<file path="config.mk">
export PLATFORM = sky130hd
export DESIGN_NAME = alu_instr_encoder
export DESIGN_NICKNAME = d
export VERILOG_FILES = /design/src/rtl/alu_instr_encoder.sv
export SDC_FILE = /design/constraint.sdc
export NUM_CORES = 1
export LEC_CHECK = 0
export CAP_MARGIN = 10
export CORE_UTILIZATION = 57
export DETAILED_ROUTE_END_ITERATION = 16
export PLACE_DENSITY = 0.92
export SLEW_MARGIN = 30
export SYNTH_ARGS = -nofsm -noshare
export SYNTH_HDL_FRONTEND = slang
export SYNTH_SLANG_ARGS = --single-unit
</file>
<file path="constraint.sdc">
create_clock -name clk -period 7.6 [get_ports clk]
set_clock_uncertainty 0.15 [all_clocks]
set_input_delay 2.28 -clock clk [delete_from_list [all_inputs] [get_ports clk]]
set_output_delay 2.28 -clock clk [all_outputs]
set_load 0.005 [all_outputs]
</file>
<file path="src/rtl/alu_instr_encoder.sv">
// alu_instr_encoder
// Turns ALU-op requests {ALUControl code, rd, rs1, rs2/imm} into RV32I OP / OP-IMM
// instruction words. Words are queued in a small FIFO and streamed out with
// sequential byte addresses, for use by the boot/test program loader.
module alu_instr_encoder #(
    parameter int                DEPTH     = 4,
    parameter int                ADDR_W    = 32,
    parameter logic [ADDR_W-1:0] BASE_ADDR = '0
) (
    input  logic              clk,
    input  logic              reset,
    input  logic              in_valid,
    output logic              in_ready,
    input  logic [3:0]        alu_ctrl,
    input  logic              use_imm,
    input  logic [4:0]        rd,
    input  logic [4:0]        rs1,
    input  logic [4:0]        rs2,
    input  logic [11:0]       imm,
    output logic              out_valid,
    input  logic              out_ready,
    output logic [31:0]       out_instr,
    output logic [ADDR_W-1:0] out_addr,
    output logic              err,
    output logic [7:0]        err_count
);

    localparam int PTR_W = (DEPTH > 1) ? $clog2(DEPTH) : 1;

    typedef logic [PTR_W:0]    ptr_t;
    typedef logic [ADDR_W-1:0] addr_t;

    localparam logic [6:0] OPC_OP     = 7'h33;
    localparam logic [6:0] OPC_OP_IMM = 7'h13;
    localparam logic [6:0] F7_ALT     = 7'h20;

    // FIFO storage and pointers (one extra bit distinguishes full from empty)
    logic [31:0] memQ [DEPTH];
    ptr_t        wrPtrQ, wrPtrD;
    ptr_t        rdPtrQ, rdPtrD;
    addr_t       addrQ, addrD;
    logic        errQ, errD;
    logic [7:0]  errCountQ, errCountD;

    // Decoded request fields
    logic [2:0]  funct3;
    logic        altOp;
    logic        isShift;
    logic        ctrlOk;
    logic        reqLegal;
    logic [6:0]  funct7;
    logic [11:0] immField;
    logic [31:0] instrWord;

    // Handshake / FIFO status
    logic        fifoFull;
    logic        fifoEmpty;
    logic        accept;
    logic        push;
    logic        pop;

    // Map the ALUControl code onto funct3 and note which ops use the alternate funct7
    always_comb begin
        funct3  = 3'd0;
        altOp   = 1'b0;
        isShift = 1'b0;
        ctrlOk  = 1'b1;
        case (alu_ctrl)
            4'd0: funct3 = 3'd0;
            4'd1: begin
                funct3 = 3'd0;
                altOp  = 1'b1;
            end
            4'd2: funct3 = 3'd7;
            4'd3: funct3 = 3'd6;
            4'd4: funct3 = 3'd4;
            4'd5: funct3 = 3'd2;
            4'd6: begin
                funct3  = 3'd1;
                isShift = 1'b1;
            end
            4'd7: begin
                funct3  = 3'd5;
                isShift = 1'b1;
            end
            4'd8: begin
                funct3  = 3'd5;
                isShift = 1'b1;
                altOp   = 1'b1;
            end
            4'd9: funct3 = 3'd3;
            default: ctrlOk = 1'b0;
        endcase
    end

    // Decide legality and assemble the instruction word in R- or I-type layout
    always_comb begin
        reqLegal = ctrlOk;
        if (use_imm && (alu_ctrl == 4'd1)) begin
            reqLegal = 1'b0;
        end
        if (use_imm && isShift && (imm[11:5] != 7'd0)) begin
            reqLegal = 1'b0;
        end
        funct7   = altOp ? F7_ALT : 7'd0;
        immField = isShift ? {funct7, imm[4:0]} : imm;
        if (use_imm) begin
            instrWord = {immField, rs1, funct3, rd, OPC_OP_IMM};
        end else begin
            instrWord = {funct7, rs2, rs1, funct3, rd, OPC_OP};
        end
    end

    assign fifoEmpty = (wrPtrQ == rdPtrQ);
    assign fifoFull  = (wrPtrQ[PTR_W] != rdPtrQ[PTR_W]) &&
                       (wrPtrQ[PTR_W-1:0] == rdPtrQ[PTR_W-1:0]);

    // A reset cycle must never accept, so reset gates in_ready directly
    assign in_ready  = reset && !fifoFull;
    assign accept    = in_valid && in_ready;
    assign push      = accept && reqLegal;
    assign out_valid = !fifoEmpty;
    assign pop       = out_valid && out_ready;

    assign out_instr = fifoEmpty ? 32'd0 : memQ[rdPtrQ[PTR_W-1:0]];
    assign out_addr  = addrQ;
    assign err       = errQ;
    assign err_count = errCountQ;

    // Next-state for pointers, output address and the sticky error bookkeeping
    always_comb begin
        wrPtrD    = wrPtrQ;
        rdPtrD    = rdPtrQ;
        addrD     = addrQ;
        errD      = errQ;
        errCountD = errCountQ;
        if (push) begin
            wrPtrD = wrPtrQ + ptr_t'(1);
        end
        if (pop) begin
            rdPtrD = rdPtrQ + ptr_t'(1);
            addrD  = addrQ + addr_t'(4);
        end
        if (accept && !reqLegal) begin
            errD = 1'b1;
            if (errCountQ != 8'hFF) begin
                errCountD = errCountQ + 8'd1;
            end
        end
    end

    // Control state register with synchronous active-low reset
    always_ff @(posedge clk) begin
        if (!reset) begin
            wrPtrQ    <= '0;
            rdPtrQ    <= '0;
            addrQ     <= BASE_ADDR;
            errQ      <= 1'b0;
            errCountQ <= 8'd0;
        end else begin
            wrPtrQ    <= wrPtrD;
            rdPtrQ    <= rdPtrD;
            addrQ     <= addrD;
            errQ      <= errD;
            errCountQ <= errCountD;
        end
    end

    // FIFO data array; contents need no reset because the empty flag masks them
    always_ff @(posedge clk) begin
        if (push) begin
            memQ[wrPtrQ[PTR_W-1:0]] <= instrWord;
        end
    end

endmodule

</file>
# Word level (Yosys, flattened, before mapping)
# Memory sizes are Yosys's and may differ from the RTL's. A register that Yosys moved wholly into a read port is not among the register bits.
# Index checks and enable logic that the tools add are counted.
# Widths: inputs -> output; s select.
# op_classes
n_mux,14
n_eq_ne,13
reduce_logical,19
n_addsub,4
# op_table
op,n
$mux 32,2
$add 32x3->32 const B,1
$pmux 3 s7,1
$eq 4x3->1 const B,4
$mux 12,1
$reduce_or 10->1,1
$logic_and 1x1->1,9
$add 8x1->8 const B,1
$eq 4x2->1 const B,2
$eq 4x4->1 const B,2
$ne 8x8->1 const B,1
$mux 1,7
$reduce_bool 7->1,1
$add 3x1->3 const B,2
$mux 6,1
$eq 4x1->1 const B,1
$logic_not 4->1,1
$mux 2,2
$reduce_or 2->1,2
$eq 3x3->1,1
$logic_not 1->1,3
$reduce_or 3->1,1
$eq 2x2->1,1
$reduce_and 2->1,1
$ne 1x1->1,1
# totals
mem_count,1
elab_cells,56
reg_bits,47
input_bits,36
ram_bits,128
# memory_table
memory,words,word_bits,read_ports,rd_ports_with_merged_regs,wr,line_no,source
memQ,4,32,1,1,1,38,logic [31:0] memQ [DEPTH];

# Depth between registers and ports, before layout
# Gate-level depths: netlist of run 1.
# depth
depth_word,9
ltp_mapped,7
depth_no_buf,6

# Least setup slack after synthesis of run 1
# No wires, ideal clock.
# synth_timing
path_type,input to output
startpoint,input port reset
endpoint,output port in_ready
setup_slack_ps,2521
cell_stages,2
n_path_buf,1
arrival_time_ps,2649
path_cell_list,buf_1 > o31a_1
# synth_between
elab_chain_cells,1
# synth_rtl
element,line_no,source
"start, declared",11,"input logic reset,"
$logic_and 1x1->1,119,assign in_ready = reset && !fifoFull;
"end, declared",13,"output logic in_ready,"
# No other way between the ends.

# Worst setup path after layout of run 1
# Ends and elaborated chain as after synthesis.

==> results.ini, run 1 <==
[status]
status = complete, no violations

[logic_synthesis]
netlist_top_cells_area = edfxtp_1 47%, dfxtp_1 14%, mux4_2 8.8%
synth-edff-count = 104
syn_area_um2 = 6650
syn_inst = 470
synthFlopType = edfxtp_1
avgSynthCellArea_um2 = 14.1
yosysSeqAreaShare = 0.611
yosysTopAreaCellShare = 0.470
synth-async-reset-ratio = 0
ys_warn_count = 0
yosysTopAreaCell = edfxtp_1
ys_types = 52
yosys_register_bits = 151

[critical_path]
r2r_start = rdPtrQ[0]
cp_max_fo = 52
required_ns = 5.17
r2r_slack_ns = 4.76
worstPathArrival_ns = 3.85
cp-end-kind = primary output
r2r_end = memQ[1][21]
crit_type = in -> out
crit_path_end = in_ready
rr_worst_depth = 5
startpoint = reset
cp-start-kind = primary input

[die]
die_area_um2 = 12100
io_pins = 111
start_util = 0.585
die_width_um = 110
fp.dieH_um = 110
core_um2 = 11400
fp-row-count = 39

[clock_network]
cts.sinks = 151
cts_hold_buf = 0
clk_path_buf_depth = 2
htreeDepth = 4
cts_buffers = 17
cts.clk_slew.worst_paths_ns = 0.06
clk_latency_ns = 0.41
cts_setup_buffers = 0
cts_tree = done
cts_resized = 0
cts_root_buf = clkbuf_16

[sta]
fin_crit_ns = 6.28
layout_setup_ws_ns = 1.32
slew_viol_final = 0
hold_viol = 0
setup-tns-final_ns = 0
rsz0062_at_grt = false
timing.fmax_mhz = 159
worstMarginPinSlew_ns = 0.734
period_share = 0.827
finalSetupViolations = 0
max-slew-margin-rel = 0.509

[placed_design]
port_buffers = 105
placed_cells = 698
gp_congestion = 0.777
pre_cts_ws_ns = 1.32
dp_hpwl_mm = 8.42

[cells_and_area]
final_layout_size_suffix_gt1_frac = 0.145
nets = 617
post-route-util = 0.737
final_cells = 730
diodes = 0
multi_input_area_um2 = 2400
fillers = 683
synthToLayoutAreaGrowth_pct = 26.0
seq_area_um2 = 4070

[detailed_routing]
routedWlPerCell_um = 19.6
drt-met1-wl_mm = 5.70
firstDrtPassIters = 11
vias = 4213
dr.max_layer_used = met4
dr.first_iter.drc_count = 264
via_per_inst = 5.77
antenna_left = 0
dr_wl_met2_mm = 7.52
drc = 0
postRouteWirelength_mm = 14.3
route.met3.wl_um = 696

[global_route]
grt_pass1_wl_mm = 22.0
globalRouteOverflowTotal = 0
antenna_found_initial = 0
grt_pass1_vias = 4258
track_usage = 0.250
grt_max_degree = 53

[worst_hold_path]
hp-class = reg -> reg

[power_and_ir_drop]
p_leak_uw = 0.00292
ir_drop_v = 0.000140
power.density_nw_per_um2 = 233

[job]
maxCapViolations = 0

## layout make-up
class	count	area share
Clock buffer	19	0.0517
Clock inverter	13	0.0175
Inverter	8	0.00359
Multi-Input combinational cell	282	0.287
Sequential cell	151	0.486
Tap cell	143	0.0214
Timing Repair Buffer	114	0.134
## layer usage
| metal | up-vias | GRT usage |
|---|---|---|
| met3 | 31 | 0.0435 |
| met5 | - | 0 |
| li1 | 1939 | - |
| met1 | 2091 | 0.306 |
| met4 | 0 | 0.106 |
| met2 | 152 | 0.438 |
## synth_stat cells, drive strengths merged, types with 2 or more instances
library cell	number
edfxtp	104
and2	56
dfxtp	47
mux4	26
nand2	26
xor2	18
buf	17
clkbuf	16
nand3	16
xnor2	13
mux2i	10
and3	9
nor3	9
inv	8
nand4	8
nor4	8
ha	7
nor2	7
nand2b	6
a21boi	5
mux2	5
nor2b	5
a21oi	4
and4	4
o21ai	4
and4b	3
nor3b	3
o21a	3
o31ai	3
or3	3
and3b	2
nor4b	2
o221ai	2
or4	2
## registers in the layout, indices dropped and copies added, names as in the netlist, named ones only
signal,cells
wrPtrQ,3
err,1
out_addr,30
err_count,8
rdPtrQ,3
memQ,104
## power breakdown
part           internal [uW]  total (uW)  switching [uW]
sequential               894         915            20.9
clock                    487         819             333
combinational            124         215            90.2
## logic make-up after synthesis
family / after synthesis / share of synthesized area
simple gates: 171 / 0.159
flops: 151 / 0.611
mux: 41 / 0.112
buf+inv: 41 / 0.0314
xor+xnor: 31 / 0.0408
compound gates: 27 / 0.0320
fa+ha+maj: 7 / 0.0132
other cells: 1 / 0.000564
## layout by cell type (no fill, tap or decap), types with 5 or more instances in the layout
master           netlist  routed
nor3_1                 8       8
dfxtp_1               47      46
nor2_1                 7       7
nor2b_1                5       5
clkdlybuf4s50_1        0     105
edfxtp_1             104     104
nand2_1               26      26
xnor2_1               13      13
ha_1                   7       7
mux4_2                26      26
nor4_2                 5       5
mux2_2                 5       5
and3_1                 9       9
mux2i_1               10      10
buf_4                  9       9
clkinv_4               0       5
conb_1                 1       5
nand3_1               16      16
xor2_1                18      18
clkbuf_16              0      17
nand2b_1               6       6
nand4_1                8       8
and2_1                56      56
inv_1                  8       8
## through the flow
step                power (uW)  hold slack, ns  instance area [um2]
global route              2000           0.360                 8370
finish                    1950           0.323                 8370
detailed placement        1140           0.303                 7790
global placement          1130           0.315                 7790
floorplan                 1040           0.312                 6660
CTS                       1960           0.325                 8370
## worst max-delay path: stages
cell,delay [ns]
clkdlybuf4s50_1,0.48
buf_4,0.39
o31a_1,0.21
clkdlybuf4s50_1,0.49
## worst min-delay path by stage
stage	startpoint	endpoint	slack [ns]	depth (start not counted)
after floorplan	out_addr[31]	out_addr[31]	0.31	2
after global placement	out_addr[31]	out_addr[31]	0.31	2
after detailed placement	err	err	0.30	1
after CTS	err	err	0.33	1
after global routing	err	err	0.36	1
final	err	err	0.32	1
No activity file was read; power rests on OpenSTA's default activity.
==> run 2, diff against run 1 <==
--- a/config.mk
+++ b/config.mk
@@ -6,9 +6,9 @@
 export NUM_CORES = 1
 export LEC_CHECK = 0
 export CAP_MARGIN = 10
-export CORE_UTILIZATION = 57
+export CORE_UTILIZATION = 48
 export DETAILED_ROUTE_END_ITERATION = 16
-export PLACE_DENSITY = 0.92
+export PLACE_DENSITY = 0.83
 export SLEW_MARGIN = 30
 export SYNTH_ARGS = -nofsm -noshare
 export SYNTH_HDL_FRONTEND = slang
==> constraint.sdc (replaced) <==
create_clock -name clk -period 5 [get_ports clk]
set_clock_uncertainty 0.15 [all_clocks]
set_input_delay 1.5 -clock clk [delete_from_list [all_inputs] [get_ports clk]]
set_output_delay 1.5 -clock clk [all_outputs]
set_load 0.005 [all_outputs]
==> results.ini, run 2 (synthesis results as in run 1) <==
[cells_and_area]
largest_register_ffs = 104
final_common_cell = clkdlybuf4s50_1
synthToLayoutAreaGrowth_pct = 27.4
layout_common_cells = 105 x clkdlybuf4s50_1, 104 x edfxtp_1, 56 x and2_1
diodes = 0
nets = 622
fin_area_um2 = 8470
final_cells = 768
final_layout_size_suffix_gt1_frac = 0.152

[die]
fp-row-count = 42
die_width_um = 120
core_um2 = 13400
fp.dieH_um = 120
io_pins = 111
start_util = 0.496
die_area_um2 = 14300

[sta]
max-slew-margin-rel = 0.593
rsz0062_at_grt = false
hold-worst-slack_ns = 0.330
layout_setup_ws_ns = 0.726
slew_viol_final = 0
setup-tns-final_ns = 0
worstMarginPinSlew_ns = 0.606
timing.fmax_mhz = 234
fin_crit_ns = 4.27
finalSetupViolations = 0
hold_viol = 0
period_share = 0.855

[clock_network]
cts.sinks = 151
cts_tree = done
cts_buffers = 17
cts_setup_buffers = 0
clk_latency_ns = 0.41
cts_root_buf = clkbuf_16
clk_path_buf_depth = 2
cts_hold_buf = 0
cts.clk_slew.worst_paths_ns = 0.06
htreeDepth = 4
cts_resized = 0

[detailed_routing]
drc = 0
antenna_left = 0
vias = 4101
dr.first_iter.drc_count = 246
firstDrtPassIters = 4
postRouteWirelength_mm = 13.0
via_per_inst = 5.34
routedWlPerCell_um = 17.0

[critical_path]
worstPathArrival_ns = 2.62
path_cells = clkdlybuf4s50_1 -> o31a_1 -> clkdlybuf4s50_1
cp-end-kind = primary output
required_ns = 3.35
cp-start-kind = primary input
slowest_stage = clkdlybuf4s50_1
cp_max_fo = 2
max_stage_delay_ns = 0.50
crit_top_cell = clkdlybuf4s50_1
crit_type = in -> out

[global_route]
grt_pass1_vias = 4120
track_usage = 0.192
grt_max_degree = 52
antenna_found_initial = 0
grt_pass1_wl_mm = 21.0
globalRouteOverflowTotal = 0

[placed_design]
pre_cts_ws_ns = 0.728
port_buffers = 105
place_area_um2 = 7880
gp_congestion = 0.832
placed_cells = 736
dp_hpwl_mm = 8.67

[power_and_ir_drop]
p_leak_uw = 0.00297
ir_drop_v = 0.000275
power.density_nw_per_um2 = 352

[status]
status = complete, no violations

[job]
maxCapViolations = 0

[worst_hold_path]
hp-class = reg -> reg

run 2: cell types whose count changed in the layout (fill, tap and decap cells not counted):
cell / previous run / this run
dfxtp_2: 0 / 1
clkbuf_1: 2 / 0
buf_4: 9 / 13
buf_12: 0 / 1
o31ai_1: 1 / 2
clkinv_2: 0 / 1
clkinv_1: 1 / 2
inv_8: 0 / 3
clkinv_4: 5 / 2
o31ai_2: 2 / 1
inv_6: 3 / 4
clkinvlp_2: 1 / 0
dfxtp_4: 1 / 0
run 2: layout make-up:
cell class	instances	area (um2)
clock buffers	17	425
clock inverters	15	166
fillers	965	4930
inverters	8	30.0
multi-input cells	282	2390
flip-flops and latches	151	4070
well taps	176	220
repair buffers	119	1170
run 2: per-stage QoR:
stage / power (uW) / util
CTS: 3010 / 0.632
detailed placement: 1750 / 0.588
global route: 3080 / 0.632
finish: 2980 / 0.632
global placement: 1740 / 0.588
floorplan: 1580 / -
run 2: path summary, 6_finish.rpt:
kind	to	slack (ns)	startpoint	cells after the start
setup / recovery	in_ready	0.73	reset	3
hold / removal	out_addr[31]	0.33	out_addr[31]	2
setup reg to reg	memQ[3][12]	2.65	wrPtrQ[0]	6
hold reg to reg	out_addr[31]	0.33	out_addr[31]	2
run 2: report_power, final:
| group | internal [uW] | total (uW) | switching (uW) | leakage (uW) |
|---|---|---|---|---|
| registers | 1360 | 1380 | 20.3 | 0.00133 |
| logic | 201 | 341 | 140 | 0.00136 |
| clock network | 748 | 1260 | 512 | 0.000289 |
run 2: critical path, delay by kind of cell:
family                 cells  cell delay [ns]
buffers and inverters      2             0.99
AOI/OAI and AO/OA          1             0.14
run 2: per-layer routing:
layer	track usage	up-vias	wire length, um
met4	0.0656	0	113
met1	0.240	2042	5510
met5	0	-	0
li1	-	1953	-
met3	0.0390	10	468
met2	0.330	96	6950
